[src/rtl/serial_subtractor_pkg.sv]
// Shared constants for the bit-serial subtractor: FSM state encoding and default width.
package serial_subtractor_pkg;

  localparam int STATE_W       = 2;
  localparam int DEFAULT_WIDTH = 8;

  localparam logic [STATE_W-1:0] S_IDLE = 2'd0;
  localparam logic [STATE_W-1:0] S_RUN  = 2'd1;
  localparam logic [STATE_W-1:0] S_DONE = 2'd2;

endpackage

[src/rtl/full_subtractor.sv]
// One-bit full subtractor cell: difference = a - b - bin, with borrow-out.
module full_subtractor (
  input  logic a,
  input  logic b,
  input  logic bin,
  output logic difference,
  output logic bout
);

  assign difference = a ^ b ^ bin;
  assign bout       = (~a & b) | (~(a ^ b) & bin);

endmodule

[src/rtl/serial_subtractor.sv]
// Bit-serial unsigned subtractor: computes a - b LSB first over WIDTH cycles using one
// full_subtractor cell and a registered borrow.
module serial_subtractor
  import serial_subtractor_pkg::*;
#(
  parameter int WIDTH = DEFAULT_WIDTH
) (
  input  logic             clk,
  input  logic             rst,
  input  logic             start,
  input  logic [WIDTH-1:0] a,
  input  logic [WIDTH-1:0] b,
  output logic             busy,
  output logic             done,
  output logic [WIDTH-1:0] diff,
  output logic             bout
);

  localparam int CNT_W = (WIDTH > 1) ? $clog2(WIDTH) : 1;
  localparam logic [CNT_W-1:0] CNT_LAST = CNT_W'(WIDTH - 1);

  logic [STATE_W-1:0] state_q, state_d;
  logic [WIDTH-1:0]   a_sr_q, a_sr_d;
  logic [WIDTH-1:0]   b_sr_q, b_sr_d;
  logic [WIDTH-1:0]   res_sr_q, res_sr_d;
  logic [WIDTH-1:0]   diff_q, diff_d;
  logic               borrow_q, borrow_d;
  logic               bout_q, bout_d;
  logic [CNT_W-1:0]   cnt_q, cnt_d;

  logic               accept;
  logic               last_bit;
  logic               cell_diff;
  logic               cell_bout;
  logic [WIDTH-1:0]   res_next;

  // Starting is allowed from IDLE and from the single DONE cycle (back-to-back operation).
  assign accept   = start && ((state_q == S_IDLE) || (state_q == S_DONE));
  assign last_bit = (cnt_q == CNT_LAST);
  assign res_next = {cell_diff, res_sr_q[WIDTH-1:1]};

  full_subtractor u_cell (
    .a          (a_sr_q[0]),
    .b          (b_sr_q[0]),
    .bin        (borrow_q),
    .difference (cell_diff),
    .bout       (cell_bout)
  );

  always_ff @(posedge clk or posedge rst) begin
    if (rst) begin
      state_q <= S_IDLE;
    end else begin
      state_q <= state_d;
    end
  end

  always_comb begin
    state_d = state_q;
    unique case (state_q)
      S_IDLE:  if (accept) state_d = S_RUN;
      S_RUN:   if (last_bit) state_d = S_DONE;
      S_DONE:  state_d = accept ? S_RUN : S_IDLE;
      default: state_d = S_IDLE;
    endcase
  end

  always_comb begin
    busy = (state_q == S_RUN);
    done = (state_q == S_DONE);
  end

  // Result registers are only rewritten on the final RUN edge, so the previous
  // result stays visible while a new operation is shifting.
  always_comb begin
    a_sr_d   = a_sr_q;
    b_sr_d   = b_sr_q;
    res_sr_d = res_sr_q;
    borrow_d = borrow_q;
    cnt_d    = cnt_q;
    diff_d   = diff_q;
    bout_d   = bout_q;
    if (accept) begin
      a_sr_d   = a;
      b_sr_d   = b;
      borrow_d = 1'b0;
      cnt_d    = '0;
    end else if (state_q == S_RUN) begin
      a_sr_d   = a_sr_q >> 1;
      b_sr_d   = b_sr_q >> 1;
      res_sr_d = res_next;
      borrow_d = cell_bout;
      cnt_d    = cnt_q + CNT_W'(1);
      if (last_bit) begin
        diff_d = res_next;
        bout_d = cell_bout;
      end
    end
  end

  always_ff @(posedge clk or posedge rst) begin
    if (rst) begin
      a_sr_q   <= '0;
      b_sr_q   <= '0;
      res_sr_q <= '0;
      borrow_q <= 1'b0;
      cnt_q    <= '0;
      diff_q   <= '0;
      bout_q   <= 1'b0;
    end else begin
      a_sr_q   <= a_sr_d;
      b_sr_q   <= b_sr_d;
      res_sr_q <= res_sr_d;
      borrow_q <= borrow_d;
      cnt_q    <= cnt_d;
      diff_q   <= diff_d;
      bout_q   <= bout_d;
    end
  end

  assign diff = diff_q;
  assign bout = bout_q;

endmodule

[config.mk]
export PLATFORM = sky130hd
export DESIGN_NAME = serial_subtractor
export DESIGN_NICKNAME = d
export VERILOG_FILES = /design/src/rtl/serial_subtractor_pkg.sv /design/src/rtl/full_subtractor.sv /design/src/rtl/serial_subtractor.sv
export SDC_FILE = /design/constraint.sdc
export NUM_CORES = 1
export LEC_CHECK = 0
export CAP_MARGIN = 40
export CORE_ASPECT_RATIO = 1.25
export CORE_MARGIN = 4
export CORE_UTILIZATION = 50
export DETAILED_ROUTE_END_ITERATION = 6
export HOLD_SLACK_MARGIN = 0.1
export PLACE_DENSITY_LB_ADDON = 0.3
export REMOVE_ABC_BUFFERS = 1
export SETUP_SLACK_MARGIN = 0.02
export SLEW_MARGIN = 20
export SYNTH_ARGS = -nofsm -noshare
export SYNTH_HDL_FRONTEND = slang
export SYNTH_SLANG_ARGS = --single-unit
[constraint.sdc]
create_clock -name clk -period 1.8 [get_ports clk]
set_clock_uncertainty 0.1 [all_clocks]
set_input_delay 0.36 -clock clk [delete_from_list [all_inputs] [get_ports clk]]
set_output_delay 0.36 -clock clk [all_outputs]
set_load 0.02 [all_outputs]
After elaboration in Yosys (flattened, before gate mapping)
Cells that the tools add are included.
{"block": "word_totals", "reg_bits": 39, "latchBits": 0, "ramBits": 0, "rom_bits": 0, "in_bits": 19, "memories": 0}
{"block": "classes", "add_sub_neg": 1, "mul": 0, "n_div": 0, "n_lt_le_gt_ge": 0, "n_eq_ne": 5, "shifts": 0, "n_mux": 12, "bitwise": 8, "reduce_logical": 7}
{"op": "2-to-1 mux 8 bit", "count": 4}
{"op": "2-to-1 mux 3 bit", "count": 2}
{"op": "case mux 2 bit (3 select lines)", "count": 1}
{"op": "2-to-1 mux 2 bit", "count": 2}
{"op": "AND reduction 2 bit", "count": 2}
{"op": "adder 3 x 1 -> 3 bit, second input constant", "count": 1}
{"op": "equality test 3 bit, second input constant", "count": 1}
{"op": "2-to-1 mux 1 bit", "count": 3}
{"op": "inverter 1 bit", "count": 3}
{"op": "AND reduction 3 bit", "count": 1}
{"op": "AND 1 bit", "count": 2}
{"op": "equality test 2 x 1 -> 1 bit, second input constant", "count": 1}
{"op": "equality test 2 bit, second input constant", "count": 1}
{"op": "logical NOT 2 bit", "count": 1}
{"op": "!= test 2 x 1 -> 1 bit, second input constant", "count": 1}
{"op": "!= test 2 bit, second input constant", "count": 1}
{"op": "nonzero test 2 bit", "count": 1}
{"op": "bitwise XOR 1 bit", "count": 2}
{"op": "logical AND 1 bit", "count": 1}
{"op": "logical OR 1 bit", "count": 1}
{"op": "OR 1 bit", "count": 1}

Longest topological paths before layout
{"block": "depth", "depth_word": 6, "depth_mapped": 6, "ltp_nobuf": 5}

Cells and area by module
From an unflattened synthesis, not the netlist that was laid out.
{"block": "hier_totals", "hier_cells": 148, "hier_area_um2": 1636.6}
{"mod": "serial_subtractor", "instances": 1, "cells_per_inst": 144, "area_per_inst_um2": 1605.3}
{"mod": "full_subtractor", "instances": 1, "cells_per_inst": 4, "area_per_inst_um2": 31.3}

Worst setup path after synthesis
OpenSTA, ideal clock, no wires.
{"block": "synth_path", "path_kind": "register to register", "start": "register cnt_q[0]", "end": "register diff_q[0] (netlist: diff[0])", "setup_time_ns": 0.125, "t_arrival_ns": 1.333, "slack_ns": 0.242, "path_stages_with_launch": 6, "period_less_slack_ns": 1.558, "cell_sequence": "dfrtp_1 > ha_1 > ha_1 > nand3b_1 > buf_6 > mux2_2"}
{"block": "synth_between", "elab_chain_cells": 2}
{"element": "start, declared", "line_no": "serial_subtractor.sv:29", "rtl": "logic [CNT_W-1:0] cnt_q, cnt_d;"}
{"element": "start signal, assigned", "line_no": "serial_subtractor.sv:115", "rtl": "cnt_q <= cnt_d;"}
{"element": "equality test 3 bit", "line_no": "serial_subtractor.sv:39", "rtl": "assign last_bit = (cnt_q == CNT_LAST);"}
{"element": "AND reduction 3 bit (no source line)"}
{"element": "end signal, assigned", "line_no": "serial_subtractor.sv:116", "rtl": "diff_q <= diff_d;"}
{"element": "end, declared", "line_no": "serial_subtractor.sv:26", "rtl": "logic [WIDTH-1:0] diff_q, diff_d;"}
No other way between the ends.
A chain may end at the register's enable or synchronous reset.

Final worst setup path
{"block": "layout_path", "start": "register state_q[1]", "end": "output port busy"}
{"block": "layout_between", "elab_chain_cells": 1}
{"element": "start, declared", "line_no": "serial_subtractor.sv:22", "rtl": "logic [STATE_W-1:0] state_q, state_d;"}
{"element": "start signal, assigned", "line_no": "serial_subtractor.sv:54", "rtl": "state_q <= state_d;"}
{"element": "equality test 2 x 1 -> 1 bit", "line_no": "serial_subtractor.sv:69", "rtl": "busy = (state_q == S_RUN);"}
{"element": "end, declared", "line_no": "serial_subtractor.sv:13", "rtl": "output logic busy,"}
No other way between the ends.

==> impl_metrics.json <==
{
  "use_met1_pct": 17.9,
  "final_common_cell": "dfrtp_1",
  "ys_ff_latch": 38,
  "worstMarginPinSlew_ps": 247,
  "gr-usage-met3_pct": 5.95,
  "rr_worst_depth": 5,
  "maxCapViolations": 0,
  "fin_area_mm2": 0.00201,
  "max-clock-path-buffers": 2,
  "cts_buffers": 5,
  "yosysTopAreaCell": "dfrtp_1",
  "grt.overflow.total": 0,
  "cts_hold_buffers": 0,
  "synth_cells": 142,
  "power.density_mw_per_mm2": 1680,
  "startpoint_type": "flip-flop",
  "fin_nets": 200,
  "synth-edff-count": 0,
  "gp_congestion": 0.754,
  "fmax_mhz": 596,
  "max-slew-margin-rel_pct": 83.5,
  "dp_slack_ps": 87.2,
  "syn_area_mm2": 0.00161,
  "maxSlewViolCount": 0,
  "h-tree-depth": 2,
  "grt_pass1_wl_um": 5050,
  "crit_arrival_ps": 1220,
  "clock_latency_ps": 330,
  "totalWireLength_um": 2910,
  "synthFlopType": "dfrtp_1",
  "antenna_cells": 0,
  "crit_slowest_cell": "dfrtp_1",
  "fin_ws_ps": 121,
  "yosysSeqAreaShare_pct": 59.0,
  "cts_sinks": 38,
  "yosysWarnings": 0,
  "drtIter0Drc": 17,
  "root_buffer": "clkbuf_4",
  "synthAdderAreaFrac_pct": 2.80,
  "worstSetupPathType": "reg -> out",
  "fill_cells": 257,
  "critPathTopFamily": "flip-flops",
  "async_flop_share_pct": 100,
  "wl_per_cell_um": 13.7,
  "crit_cells": 3,
  "yosys.cell_types.count": 22,
  "syn2layout_area_growth_pct": 25.0,
  "endpoint_kind": "output pin",
  "synth-simple-area-share_pct": 7.69,
  "die_y_um": 71.5,
  "place_area_mm2": 0.00195,
  "setup_viol": 0,
  "rows": 22,
  "peakVddDrop_uv": 1020,
  "final-hold-violation-count": 0,
  "antenna_found_initial": 0,
  "path_clk_slew_ps": 100,
  "muxShareOfSynthArea_pct": 6.29,
  "fin_setup_tns_ps": 0,
  "rsz0062_at_grt": "false",
  "max_stage_delay_ps": 380,
  "port_buffers": 29,
  "grtUsageMet2_pct": 27.9,
  "grt_max_degree": 39,
  "die_area_mm2": 0.00420,
  "top_usage_layer": "met2",
  "synth-compound-area-share_pct": 14.4,
  "drive_gt1_share_pct": 15.3,
  "crit_fanout": 2,
  "postCtsSetupRepairBufs": 0,
  "leakagePower_nw": 1.04,
  "cp.required_ps": 1340,
  "initial_core_util_pct": 53.2,
  "drtAntennaViolNets": 0,
  "min_period_ps": 1680,
  "ios": 30,
  "remaining_drc_errors": 0,
  "status": "completed",
  "post-synth-top-area-fraction_pct": 59.0,
  "layout_common_cells": "dfrtp_1 (38), nand2_1 (22), clkdlybuf4s50_1 (18)",
  "synth_area_per_cell_um2": 11.3,
  "hp-class": "in -> async",
  "dp_hpwl_um": 2110,
  "num_vias": 1129,
  "synth_area_leaders": "dfrtp_1 (59%), mux2_2 (6.3%), o22ai_1 (5.4%)",
  "synth_top_family_by_area": "compound AO/OA/AOI/OAI gates",
  "finalCritPeriodShare_pct": 93.3,
  "dr.pass1.iters": 4,
  "core_mm2": 0.00303,
  "die_x_um": 58.8,
  "grt_pass1_vias": 1154,
  "synthXorXnorAreaFrac_pct": 0.543,
  "cts_tree": "done",
  "hold_ws_ps": 272,
  "path_buf_inv": 2,
  "grt.total_usage_pct": 16.1,
  "vias_per_cell": 5.30,
  "crit_chain": "nand2b_1, inv_2, clkdlybuf4s15_1"
}
synthesized netlist by cell type (2+ instances only):
cell type	n
dfrtp_1	38
nand2_1	22
inv_1	17
o22ai_1	14
a21oi_1	13
mux2_2	9
a22o_1	5
buf_6	4
buf_4	3
and2b_1	2
ha_1	2
nand2b_1	2
o21ai_0	2
report_power, final:
part / switching [W] / internal [W]
Combinational: 0.000762 / 0.000712
Sequential: 0.000227 / 0.00125
Clock: 0.000245 / 0.000176
Total: 0.00123 / 0.00214
per-layer routing:
layer  share of wire [%]  vias to the layer above
met5                   0                        -
met4                 1.5                        0
met3                 6.5                        5
met2                  51                       27
met1                  41                      550
li1                    -                      547
area by class of cell:
class	count	area [um^2]	share of cell area (%)
inverters	18	67.6	3.35
flip-flops and latches	38	951	47.2
repair buffers	37	389	19.3
multi-input cells	78	510	25.3
clock buffers	6	51.3	2.55
well taps	36	45.0	2.24
worst paths after layout:
| kind | from | endpoint | slack, ps |
|---|---|---|---|
| setup / recovery | state_q[1]$_DFFE_PP0P_ | busy | 120 |
| hold / removal | rst | diff[2]$_DFFE_PP0P_ | 270 |
| setup reg to reg | cnt_q[0]$_DFFE_PP0P_ | diff[6]$_DFFE_PP0P_ | 150 |
| hold reg to reg | res_sr_q[1]$_DFFE_PP0P_ | res_sr_q[1]$_DFFE_PP0P_ | 380 |
| max in group asynchronous | rst | cnt_q[2]$_DFFE_PP0P_ | 1150 |
| min in group clk | res_sr_q[1]$_DFFE_PP0P_ | res_sr_q[1]$_DFFE_PP0P_ | 380 |
repair_timing:
action / 4_1_cts / 5_1_grt
pin swaps: 0 / 0
endpoints found under the setup margin: 3 / 10
gates resized for setup: 3 / 11
kinds of logic after synthesis:
logic type	count (synthesis)
AO/OA/AOI/OAI	37
XOR/XNOR	1
adder cells (fa/ha/maj)	3
buffers and inverters	26
flip-flops	38
multiplexers	9
AND/OR/NAND/NOR	28
sequential cells by signal, indices dropped and copies added (netlist names):
| signal | cells |
|---|---|
| b_sr_q | 8 |
| bout | 1 |
| a_sr_q | 8 |
| diff | 8 |
| borrow_q | 1 |
| cnt_q | 3 |
| state_q | 2 |
| res_sr_q | 7 |
worst min-delay path, cell delays in order:
cell	delay (ps)
clkdlybuf4s50_1	400
inv_1	90
buf_12	220
stage by stage:
step                total power, W  utilization (%)  cells
finish                     0.00338             66.5    213
global route               0.00365             66.5    213
CTS                        0.00344             66.0    213
detailed placement         0.00304             64.4    207
global placement           0.00293             64.4    207
floorplan                  0.00241                -    134
No activity file was read; power rests on OpenSTA's default activity.
